--- src/rtl/truth_table_sweeper_pkg.sv ---
// ============================================================================
//  Module      : truth_table_sweeper_pkg
//  Description : Shared state encoding and sizing helper for the sweeper.
//  Revision    : 1.0 - initial release
// ============================================================================
`default_nettype none

package truth_table_sweeper_pkg;

    typedef enum logic [1:0] {
        ST_IDLE   = 2'd0,
        ST_SETTLE = 2'd1,
        ST_CHECK  = 2'd2,
        ST_DONE   = 2'd3
    } sweep_state_t;

    // Bits needed to hold values 0..max_val, never less than one.
    function automatic int cnt_width(input int max_val);
        return (max_val < 2) ? 1 : $clog2(max_val + 1);
    endfunction

endpackage

`default_nettype wire

--- src/rtl/truth_table_sweeper_sweep_settle_counter.sv ---
// ============================================================================
//  Module      : sweep_settle_counter
//  Description : Loadable down-counter that stops at zero and flags it.
//  Revision    : 1.0 - initial release
// ============================================================================
`default_nettype none

module sweep_settle_counter #(
    parameter int WIDTH = 1
) (
    input  logic             clk,
    input  logic             rst_n,
    input  logic             i_load,
    input  logic [WIDTH-1:0] i_load_val,
    input  logic             i_dec,
    output logic             o_zero
);

    logic [WIDTH-1:0] r_count;

    always_ff @(posedge clk or negedge rst_n) begin
        if (!rst_n) begin
            r_count <= '0;
        end else if (i_load) begin
            r_count <= i_load_val;
        end else if (i_dec && (r_count != '0)) begin
            r_count <= r_count - 1'b1;
        end
    end

    assign o_zero = (r_count == '0);

endmodule

`default_nettype wire

--- src/rtl/truth_table_sweeper.sv ---
// ============================================================================
//  Module      : truth_table_sweeper
//  Description : Exhaustive truth-table stimulus and checker for small
//                combinational DUTs; logs each vector and keeps error stats.
//  Revision    : 1.0 - initial release
// ============================================================================
`default_nettype none

module truth_table_sweeper
    import truth_table_sweeper_pkg::*;
#(
    parameter int                          N_IN          = 4,
    parameter int                          N_OUT         = 1,
    parameter int                          SETTLE_CYCLES = 1,
    parameter int                          STOP_ON_FAIL  = 0,
    parameter logic [N_OUT*(2**N_IN)-1:0]  EXPECTED      = 16'h7FFF
) (
    input  logic             clk,
    input  logic             rst_n,
    input  logic             start,
    output logic [N_IN-1:0]  dut_in,
    input  logic [N_OUT-1:0] dut_out,
    output logic             busy,
    output logic             done,
    output logic             pass,
    output logic [N_IN:0]    err_count,
    output logic             first_fail_valid,
    output logic [N_IN-1:0]  first_fail_idx,
    output logic             log_valid,
    output logic [N_IN-1:0]  log_idx,
    output logic [N_OUT-1:0] log_out
);

    localparam int              c_n_vec       = 2 ** N_IN;
    localparam int              c_cnt_w       = cnt_width(SETTLE_CYCLES - 1);
    localparam logic [c_cnt_w-1:0] c_settle_load = c_cnt_w'(SETTLE_CYCLES - 1);
    localparam logic [N_IN:0]   c_last_idx    = (N_IN + 1)'(c_n_vec - 1);

    sweep_state_t     r_state;
    sweep_state_t     w_next_state;

    logic [N_IN-1:0]  r_idx;
    logic [N_IN:0]    r_err;
    logic             r_ffv;
    logic [N_IN-1:0]  r_ffi;
    logic             r_done;
    logic             r_pass;
    logic             r_busy;
    logic             r_log_valid;
    logic [N_IN-1:0]  r_log_idx;
    logic [N_OUT-1:0] r_log_out;

    int               w_exp_base;
    logic [N_OUT-1:0] w_expected;
    logic             w_mismatch;
    logic             w_last;
    logic             w_finish;
    logic             w_start_ok;
    logic             w_cnt_load;
    logic             w_cnt_dec;
    logic             w_settled;

    assign w_exp_base = int'(r_idx) * N_OUT;
    assign w_expected = EXPECTED[w_exp_base +: N_OUT];
    assign w_mismatch = (dut_out != w_expected);
    // Full-width compare so the index can never wrap back to zero.
    assign w_last     = ({1'b0, r_idx} == c_last_idx);
    assign w_finish   = w_last || (w_mismatch && (STOP_ON_FAIL != 0));
    assign w_start_ok = start && ((r_state == ST_IDLE) || (r_state == ST_DONE));
    assign w_cnt_load = w_start_ok || ((r_state == ST_CHECK) && !w_finish);
    assign w_cnt_dec  = (r_state == ST_SETTLE);

    sweep_settle_counter #(
        .WIDTH (c_cnt_w)
    ) u_settle_cnt (
        .clk        (clk),
        .rst_n      (rst_n),
        .i_load     (w_cnt_load),
        .i_load_val (c_settle_load),
        .i_dec      (w_cnt_dec),
        .o_zero     (w_settled)
    );

    always_ff @(posedge clk or negedge rst_n) begin
        if (!rst_n) begin
            r_state <= ST_IDLE;
        end else begin
            r_state <= w_next_state;
        end
    end

    always_comb begin
        w_next_state = r_state;
        case (r_state)
            ST_IDLE, ST_DONE: if (start) w_next_state = ST_SETTLE;
            ST_SETTLE:        if (w_settled) w_next_state = ST_CHECK;
            ST_CHECK:         w_next_state = w_finish ? ST_DONE : ST_SETTLE;
            default:          w_next_state = ST_IDLE;
        endcase
    end

    always_ff @(posedge clk or negedge rst_n) begin
        if (!rst_n) begin
            r_idx       <= '0;
            r_err       <= '0;
            r_ffv       <= 1'b0;
            r_ffi       <= '0;
            r_done      <= 1'b0;
            r_pass      <= 1'b0;
            r_busy      <= 1'b0;
            r_log_valid <= 1'b0;
            r_log_idx   <= '0;
            r_log_out   <= '0;
        end else begin
            r_busy      <= (w_next_state == ST_SETTLE) || (w_next_state == ST_CHECK);
            r_log_valid <= 1'b0;
            case (r_state)
                ST_IDLE, ST_DONE: begin
                    if (start) begin
                        r_idx  <= '0;
                        r_err  <= '0;
                        r_ffv  <= 1'b0;
                        r_ffi  <= '0;
                        r_done <= 1'b0;
                        r_pass <= 1'b0;
                    end
                end
                ST_CHECK: begin
                    r_log_valid <= 1'b1;
                    r_log_idx   <= r_idx;
                    r_log_out   <= dut_out;
                    if (w_mismatch) begin
                        r_err <= r_err + 1'b1;
                        if (!r_ffv) begin
                            r_ffv <= 1'b1;
                            r_ffi <= r_idx;
                        end
                    end
                    if (w_finish) begin
                        r_done <= 1'b1;
                        r_pass <= !w_mismatch && (r_err == '0);
                    end else begin
                        r_idx <= r_idx + 1'b1;
                    end
                end
                default: ;
            endcase
        end
    end

    assign dut_in           = r_idx;
    assign busy             = r_busy;
    assign done             = r_done;
    assign pass             = r_pass;
    assign err_count        = r_err;
    assign first_fail_valid = r_ffv;
    assign first_fail_idx   = r_ffi;
    assign log_valid        = r_log_valid;
    assign log_idx          = r_log_idx;
    assign log_out          = r_log_out;

endmodule

`default_nettype wire
--- config.mk ---
export PLATFORM = sky130hd
export DESIGN_NAME = truth_table_sweeper
export DESIGN_NICKNAME = d
export VERILOG_FILES = /design/src/rtl/truth_table_sweeper_pkg.sv /design/src/rtl/truth_table_sweeper_sweep_settle_counter.sv /design/src/rtl/truth_table_sweeper.sv
export SDC_FILE = /design/constraint.sdc
export NUM_CORES = 1
export LEC_CHECK = 0
export ABC_CLOCK_PERIOD_IN_PS = 2800
export CAP_MARGIN = 20
export CORE_MARGIN = 2
export CORE_UTILIZATION = 53
export CTS_BUF_LIST = sky130_fd_sc_hd__clkbuf_4
export CTS_CLUSTER_DIAMETER = 30
export CTS_CLUSTER_SIZE = 20
export DETAILED_ROUTE_END_ITERATION = 6
export PLACE_DENSITY = 0.81
export SLEW_MARGIN = 40
export SYNTH_ARGS = -nofsm -noshare
export SYNTH_HDL_FRONTEND = slang
export SYNTH_SLANG_ARGS = --single-unit
--- constraint.sdc ---
create_clock -name clk -period 2.8 [get_ports clk]
set_input_delay 0.56 -clock clk [delete_from_list [all_inputs] [get_ports clk]]
set_output_delay 0.56 -clock clk [all_outputs]
set_load 0.005 [all_outputs]
* Word level (Yosys, flattened, before mapping)
Index checks and enable logic that the tools add are counted.
** Word-level totals
- Bits in registers :: 26
- Output and inout port bits :: 23
** Cells by class
- Add/sub/neg operators :: 3
- Equality and inequality tests :: 12
- Shift operators :: 1
- Muxes and demuxes :: 23
- Reductions and logical operators :: 18
** Operator list (number)
- 2-to-1 mux 4 bit :: 4
- case mux 4 bit (2 select lines) :: 2
- variable part select 16 x 5 -> 1 bit, first input constant :: 1
- 2-to-1 mux 5 bit :: 2
- != test 2 bit, second input constant :: 5
- case mux 5 bit (2 select lines) :: 1
- AND reduction 3 bit :: 3
- 2-to-1 mux 1 bit :: 7
- equality test 2 bit, second input constant :: 3
- 2-to-1 mux 2 bit :: 3
- case mux 1 bit (2 select lines) :: 3
- case mux 2 bit (3 select lines) :: 1
- adder 5 x 1 -> 5 bit, second input constant :: 1
- zero test 5 bit :: 1
- adder 4 x 1 -> 4 bit, second input constant :: 1
- equality test 2 x 1 -> 1 bit, second input constant :: 2
- equality test 4 bit, second input constant :: 1
- logical AND 1 bit :: 4
- AND reduction 4 bit :: 1
- nonzero test 2 bit :: 2
- logical OR 1 bit :: 3
- zero test 1 bit :: 2
- zero test 2 bit :: 1
- OR reduction 2 bit :: 1
- 2 further kinds :: 2

* Depth between registers and ports, before layout
Gate-level depths: netlist of the first run.
- Depth after elaboration :: 6
- Gate-level depth with buffers :: 9
- Depth with buffers taken out :: 6

* Modules after synthesis
A second synthesis of the first run with hierarchy kept.
** Second synthesis, totals
- Cell total of the unflattened synthesis :: 138
- Area, all modules :: 1401.3 sq um
** Modules (own cells, without submodules)
- truth_table_sweeper :: times used 1, cells an instance 134, area an instance 1356.3 sq um, sequential area each 625.6 sq um
- sweep_settle_counter :: times used 1, cells an instance 4, area an instance 45.0 sq um, sequential area each 25.0 sq um

* Least setup slack after synthesis of the first run
Ideal clock, no wire load.
- Kind :: register to register
- Start :: register r_state[0]
- End :: register r_err[4] (netlist: err_count[4])
- Setup time :: 0.080 ns
- Arrival :: 1.882 ns
- Data required time :: 2.720 ns
- Path slack :: 0.838 ns
- Cell stages (with the launch flop) :: 9
- Clock period less this slack :: 1.962 ns
- Path through :: dfrtp_1 -> inv_1 -> ha_1 -> buf_6 -> nor2b_4 -> or2_0 -> buf_2 -> or4_4 -> o211ai_2
** On the way
- Cells in the longest elaborated chain, start to end :: 4
- Elaborated cells between the ends (all ways) :: 9
- Classes of those cells :: 4 x eq/ne; 1 x mux; 4 x reduce/logical
** Ends and longest elaborated chain
- start, declared :: RTL line truth_table_sweeper.sv:39 : sweep_state_t r_state;
- start signal, assigned :: RTL line truth_table_sweeper.sv:88 : r_state <= w_next_state;
- equality test 2 bit or zero test 2 bit (tied branches) :: RTL line truth_table_sweeper.sv:117 : case (r_state)
- OR reduction 2 bit :: RTL line truth_table_sweeper.sv:117
- != test 2 bit (no line) or nonzero test 2 bit (tied branches)
- AND reduction 3 bit (no line)
- end signal, assigned :: RTL line truth_table_sweeper.sv:133 : r_err <= r_err + 1'b1;
- end, declared :: RTL line truth_table_sweeper.sv:43 : logic [N_IN:0] r_err;
Parallel ways exist; a longest one is shown, timed or not.
A chain may end at the register's enable or synchronous reset.

* Worst setup path after layout of the first run
Ends and elaborated chain as after synthesis.

==> results of run 1 <==
-- metrics by stage --
| step | total power [uW] | worst slack (ps) |
|---|---|---|
| 2_1_floorplan | 980.7 | 837.5 |
| 3_3_place_gp | 1156 | 485.4 |
| 3_5_place_dp | 1185 | 429.3 |
| 4_1_cts | 1335 | 646.2 |
| 5_1_grt | 1438 | 498.1 |
| 6_report | 1333 | 645.6 |
-- layer usage --
layer	global-route usage [%]	up-vias	share of wire (%)
met5	0	-	0
met2	37.30	20	50
met1	27.37	541	46
li1	-	530	-
met4	10.98	0	1.5
met3	3.495	4	2.7
-- cells in the final DEF (no fill, tap or decap), types with 2 or more instances in the layout --
master	n
o21ai_0	4
nand4_1	4
o22ai_1	2
a22o_1	3
o211ai_1	5
mux2_2	7
nand2b_1	2
a21oi_1	6
inv_1	6
dfrtp_1	26
buf_4	3
a31o_2	2
clkdlybuf4s50_1	26
mux2i_1	2
nor2b_1	2
nor2_1	5
ha_1	7
clkbuf_4	3
xor2_1	2
nand3_1	4
nand2_1	16
-- layout make-up --
class / count / area (um2) / area share (%)
multi-input cells: 94 / 674.4 / 39.90
clock buffers: 3 / 22.52 / 1.332
flip-flops and latches: 26 / 650.6 / 38.49
repair buffers: 29 / 282.8 / 16.73
well taps: 30 / 37.54 / 2.221
inverters: 6 / 22.52 / 1.332
-- report_power, final --
group | leakage (uW) | internal, uW | switching [uW]
logic | 0.000365 | 313 | 353
registers | 0.000351 | 449 | 63.8
clock network | 0.0000138 | 50.2 | 104
total | 0.000730 | 813 | 520
-- worst max-delay path: stages (launching register included) --
cell and delay (ps):
dfrtp_1 440, inv_1 60, ha_1 390, nor2b_4 170
or2_0 340, or4_4 590, o211ai_2 90
-- sequential cells by signal (all words and copies together), names as in the netlist --
name,flops
busy,1
done,1
dut_in,4
err_count,5
first_fail_idx,4
first_fail_valid,1
log_idx,4
log_out,1
log_valid,1
pass,1
r_state,2
u_settle_cnt.r_count,1
-- path summary, 6_finish.rpt --
check                                start           end  slack (ps)  cells after the start
max in group asynchronous            rst_n     dut_in[3]        1950                      2
worst max-delay path            r_state[0]  err_count[4]         650                      6
worst max register to register  r_state[0]  err_count[4]         650                      6
worst min register to register  log_idx[1]    log_idx[1]         530                      1
worst min-delay path            log_idx[1]    log_idx[1]         530                      1
min in group asynchronous            rst_n          pass         600                      2
-- kinds of logic (layout without fill, tap and decap cells) --
| logic type | Yosys count | in the layout | share of synthesized area, % |
|---|---|---|---|
| XOR/XNOR | 3 | 3 | 1.901 |
| multiplexers | 9 | 9 | 7.150 |
| adder cells (fa/ha/maj) | 7 | 7 | 6.335 |
| AO/OA/AOI/OAI | 32 | 32 | 16.83 |
| buffers and inverters | 13 | 38 | 4.163 |
| AND/OR/NAND/NOR | 43 | 43 | 16.56 |
| flip-flops | 26 | 26 | 47.06 |
==> out/results.txt, run 1 <==
Outcome: complete, no violations
Worst slew margin: 58.96%
EDFF count, synth: 0
CP Data Arrival Time: 2400 ps
Unrepaired setup endpoints after global routing: false
Ys async rst share: 100.0%
Fin. Hold Viols: 0
#FFs+latches synth: 26
# hold bufs at CTS: 0
Minimum clock period: 2154 ps
Setup crit start kind: flop
Crit end category: flop
Total global-route track usage: 22.10%
Largest fanout on the critical path: 8
Routability cong.: 0.7390
Post-Route Skew: 6.437 ps
Area Overhead vs Synth: 22.26%
PwrDens: 788.6 mW/mm2
Fin nets: 171
Synth top area share: 47.06%
Chip Height: 55.08 um
Max Buffers Root-to-Sink: 2
Root Driver: clkbuf_4
Post-synthesis cell type count: 42
H-tree Lvls: 1
Share of cells above drive strength 1: 12.03%
TritonCTS clock tree: yes
Placed insts: 185
GRT overflow: 0
Largest net degree at the start of global routing: 27
CP Class: reg2reg
Mapped Area: 0.001383 mm2
Cell taking the most area after synthesis: dfrtp_1
Post-synth top cells: dfrtp_1 (26), nand2_1 (16), ha_1 (7), mux2_2 (7)
Worst-Skew Late Latency: 310 ps
Cell Rows: 18
Router iterations before antenna repair: 4
Final cycle utilization of the critical path: 76.94%
DRC violations left: 0
Initial antenna violation count: 0
CTS buffer count: 3
Hold Crit Class: reg2reg
Die extent in x: 55.08 um
Non-Filler Instances: 188
Setup violations, final: 0
Via density: 5.824
Clk slew on worst S/H paths: 140 ps
Final Core Density: 68.23%
Vias in the first global route: 1084
Final Cell Area: 0.001690 mm2
CP required: 3040 ps
Worst VDD drop: 0.5665 mV
Most frequent cell after synthesis: dfrtp_1
Clk sinks: 26
IO buf count: 26
Ant. Diodes: 0
Initial DRC count: 18
Dpl hpwl: 2080 um
DIE AREA: 0.003033 mm2
Synth area leaders: dfrtp_1 (47%), ha_1 (6.3%), mux2_2 (5.7%)
TNS Setup: 0 ps
Post-CTS Resized: 0
Initial Util: 55.81%
First-pass GRT wire length: 4719 um
Postcts setup bufs: 0
WL/cell: 15.22 um
Net Count, Synth: 144
Max-slew violations: 0
Antenna viol nets, final: 0
DP Area: 0.001668 mm2
Avg Inst Size Synth: 10.40 um2
WHS: 526.9 ps
YS warnings: 0
Synthesized instance count: 133
Total wire length: 2861 um
Sequential share of the synthesized area: 47.06%
Pleak: 0.0007296 uW
F_max: 464.2 MHz
Core Region: 0.002477 mm2
Synth Flop Type: dfrtp_1
Vias: 1095
Max-Cap Viols: 0
I/O pin total: 27
Worst Tran Pin Value: 615.7 ps
Fill cells: 209
No activity file was read; power rests on OpenSTA's default activity.
==> inputs of run 2 (changes only) <==
--- a/config.mk
+++ b/config.mk
@@ -5,7 +5,7 @@
 export SDC_FILE = /design/constraint.sdc
 export NUM_CORES = 1
 export LEC_CHECK = 0
-export ABC_CLOCK_PERIOD_IN_PS = 2800
+export ABC_CLOCK_PERIOD_IN_PS = 2050
 export CAP_MARGIN = 20
 export CORE_MARGIN = 2
 export CORE_UTILIZATION = 53
==> constraint.sdc (replaced) <==
create_clock -name clk -period 2.05 [get_ports clk]
set_input_delay 0.41 -clock clk [delete_from_list [all_inputs] [get_ports clk]]
set_output_delay 0.41 -clock clk [all_outputs]
set_load 0.005 [all_outputs]
==> out/results.txt, run 2 (synthesis results as in run 1) <==
Final Cell Area: 0.001747 mm2
R2r startpoint: r_state[0]
Fin. Hold Viols: 0
Critical path origin: r_state[0]
First-pass GRT wire length: 4754 um
Sw Ratio: 39.03%
Router iterations before antenna repair: 4
CP Class: reg2reg
CTS buffer count: 3
DRC violations left: 0
Worst-case reg-to-reg path depth: 6
CP Data Arrival Time: 2200 ps
DIE AREA: 0.003033 mm2
Routability cong.: 0.7848
Initial DRC count: 12
Critical Path End: err_count[4]
Area Overhead vs Synth: 26.34%
Initial Util: 55.81%
DP Area: 0.001720 mm2
Crit-path max cell delay: 550 ps
Worst slew margin: 72.09%
Ant. Diodes: 0
Worst-Skew Late Latency: 320 ps
Total power: 1959 uW
Minimum clock period: 1935 ps
Crit-path leading delay family: simple AND/OR/NAND/NOR gates
Total wire length: 2882 um
Total global-route track usage: 21.99%
I/O pin total: 27
Unrepaired setup endpoints after global routing: false
R2r endpoint: err_count[4]
Initial antenna violation count: 0
FF-to-FF setup slack: 110 ps
Setup crit start kind: flop
Fill cells: 206
GRT overflow: 0
Via density: 5.888
Clk slew on worst S/H paths: 140 ps
Largest fanout on the critical path: 5
Core Region: 0.002477 mm2
Post-CTS Resized: 0
Largest net degree at the start of global routing: 27
Chip Height: 55.08 um
Crit end category: flop
Worst VDD drop: 0.8549 mV
H-tree Lvls: 1
Postcts setup bufs: 0
Max-Cap Viols: 0
Pleak: 0.0007663 uW
Sequential share of power: 35.2%
CP bufs+invs: 1
CP required: 2310 ps
F_max: 516.8 MHz
Vias: 1154
PwrDens: 1122 mW/mm2
P_int: 1194 uW
# hold bufs at CTS: 0
Clock share of power: 11.6%
Fin nets: 178
Final cycle utilization of the critical path: 94.39%
Share of cells above drive strength 1: 15.66%
Max Buffers Root-to-Sink: 2
Sw power: 764.5 uW
Vias in the first global route: 1080
CP Cell Sequence: inv_1, ha_1, nor2b_4, or2_0, or4_4, o211ai_2
Clk sinks: 26
Setup violations, final: 0
Hold Crit Class: in2async
TNS Setup: 0 ps
Cell Rows: 18
Worst Tran Pin Value: 418.7 ps
Worst-path cell with the longest stage delay: or4_4
Max-slew violations: 0
Antenna viol nets, final: 0
Instance count on the critical path: 6
Largest register FFs: 5
WL/cell: 14.70 um
Commonest cells after routing, fill and taps aside: dfrtp_1 (26), clkdlybuf4s50_1 (26), nand2_1 (16)
Die extent in x: 55.08 um
Outcome: complete, no violations
Root Driver: clkbuf_4
Combinational Power Share: 53.2%
Post-Route Skew: 1.198 ps
TritonCTS clock tree: yes
Dpl hpwl: 2097 um
IO buf count: 26
[run 2: worst register-to-register path: stages, from the launching register on]
cell and delay (ps):
dfrtp_1 450, inv_1 60, ha_1 330, nor2b_4 150, or2_0 250, or4_4 550, o211ai_2 80
[run 2: stage by stage]
| stage | util (%) | setup WS (ps) | std cells | hold WS, ps |
|---|---|---|---|---|
| final | 70.51 | 114.9 | 196 | 436.5 |
| after global routing | 70.51 | 36.74 | 196 | 470.6 |
| after CTS | 70.51 | 122.5 | 196 | 454.1 |
| after detailed placement | 69.44 | 75.91 | 192 | 494.8 |
| after global placement | 69.44 | 121.7 | 192 | 489.0 |
| after floorplan | - | 87.53 | 133 | 114.4 |
[run 2: worst min-delay path by stage]
stage | end | depth (start not counted) | slack, ps
finish | log_valid | 2 | 440
global route | busy | 2 | 470
CTS | log_valid | 2 | 450
floorplan | busy | 0 | 110
global placement | log_out | 1 | 490
detailed placement | log_idx[2] | 1 | 490
[run 2: final cells by class]
cell class	count	area (um2)	area share, %
clock inverter	1	3.754	0.2149
inverter	6	22.52	1.289
timing repair buffer	36	335.3	19.20
multi-input combinational	94	674.4	38.61
sequential	26	650.6	37.25
clock buffer	3	22.52	1.289
tap	30	37.54	2.149
[run 2: power groups by stage]
stage	Sequential (uW)	Combinational [uW]	Clock, uW
detailed placement	699	1030	0
global placement	695	991	0
CTS	689	1040	232
global route	703	1140	250
finish	690	1040	227
floorplan	700	639	0
[run 2: layer usage]
layer	up-vias	global-route usage [%]	routed length (um)
met5	-	0	0
met4	0	7.724	33
met3	4	2.688	109
met2	24	35.52	1400
met1	577	30.46	1339
li1	549	-	-
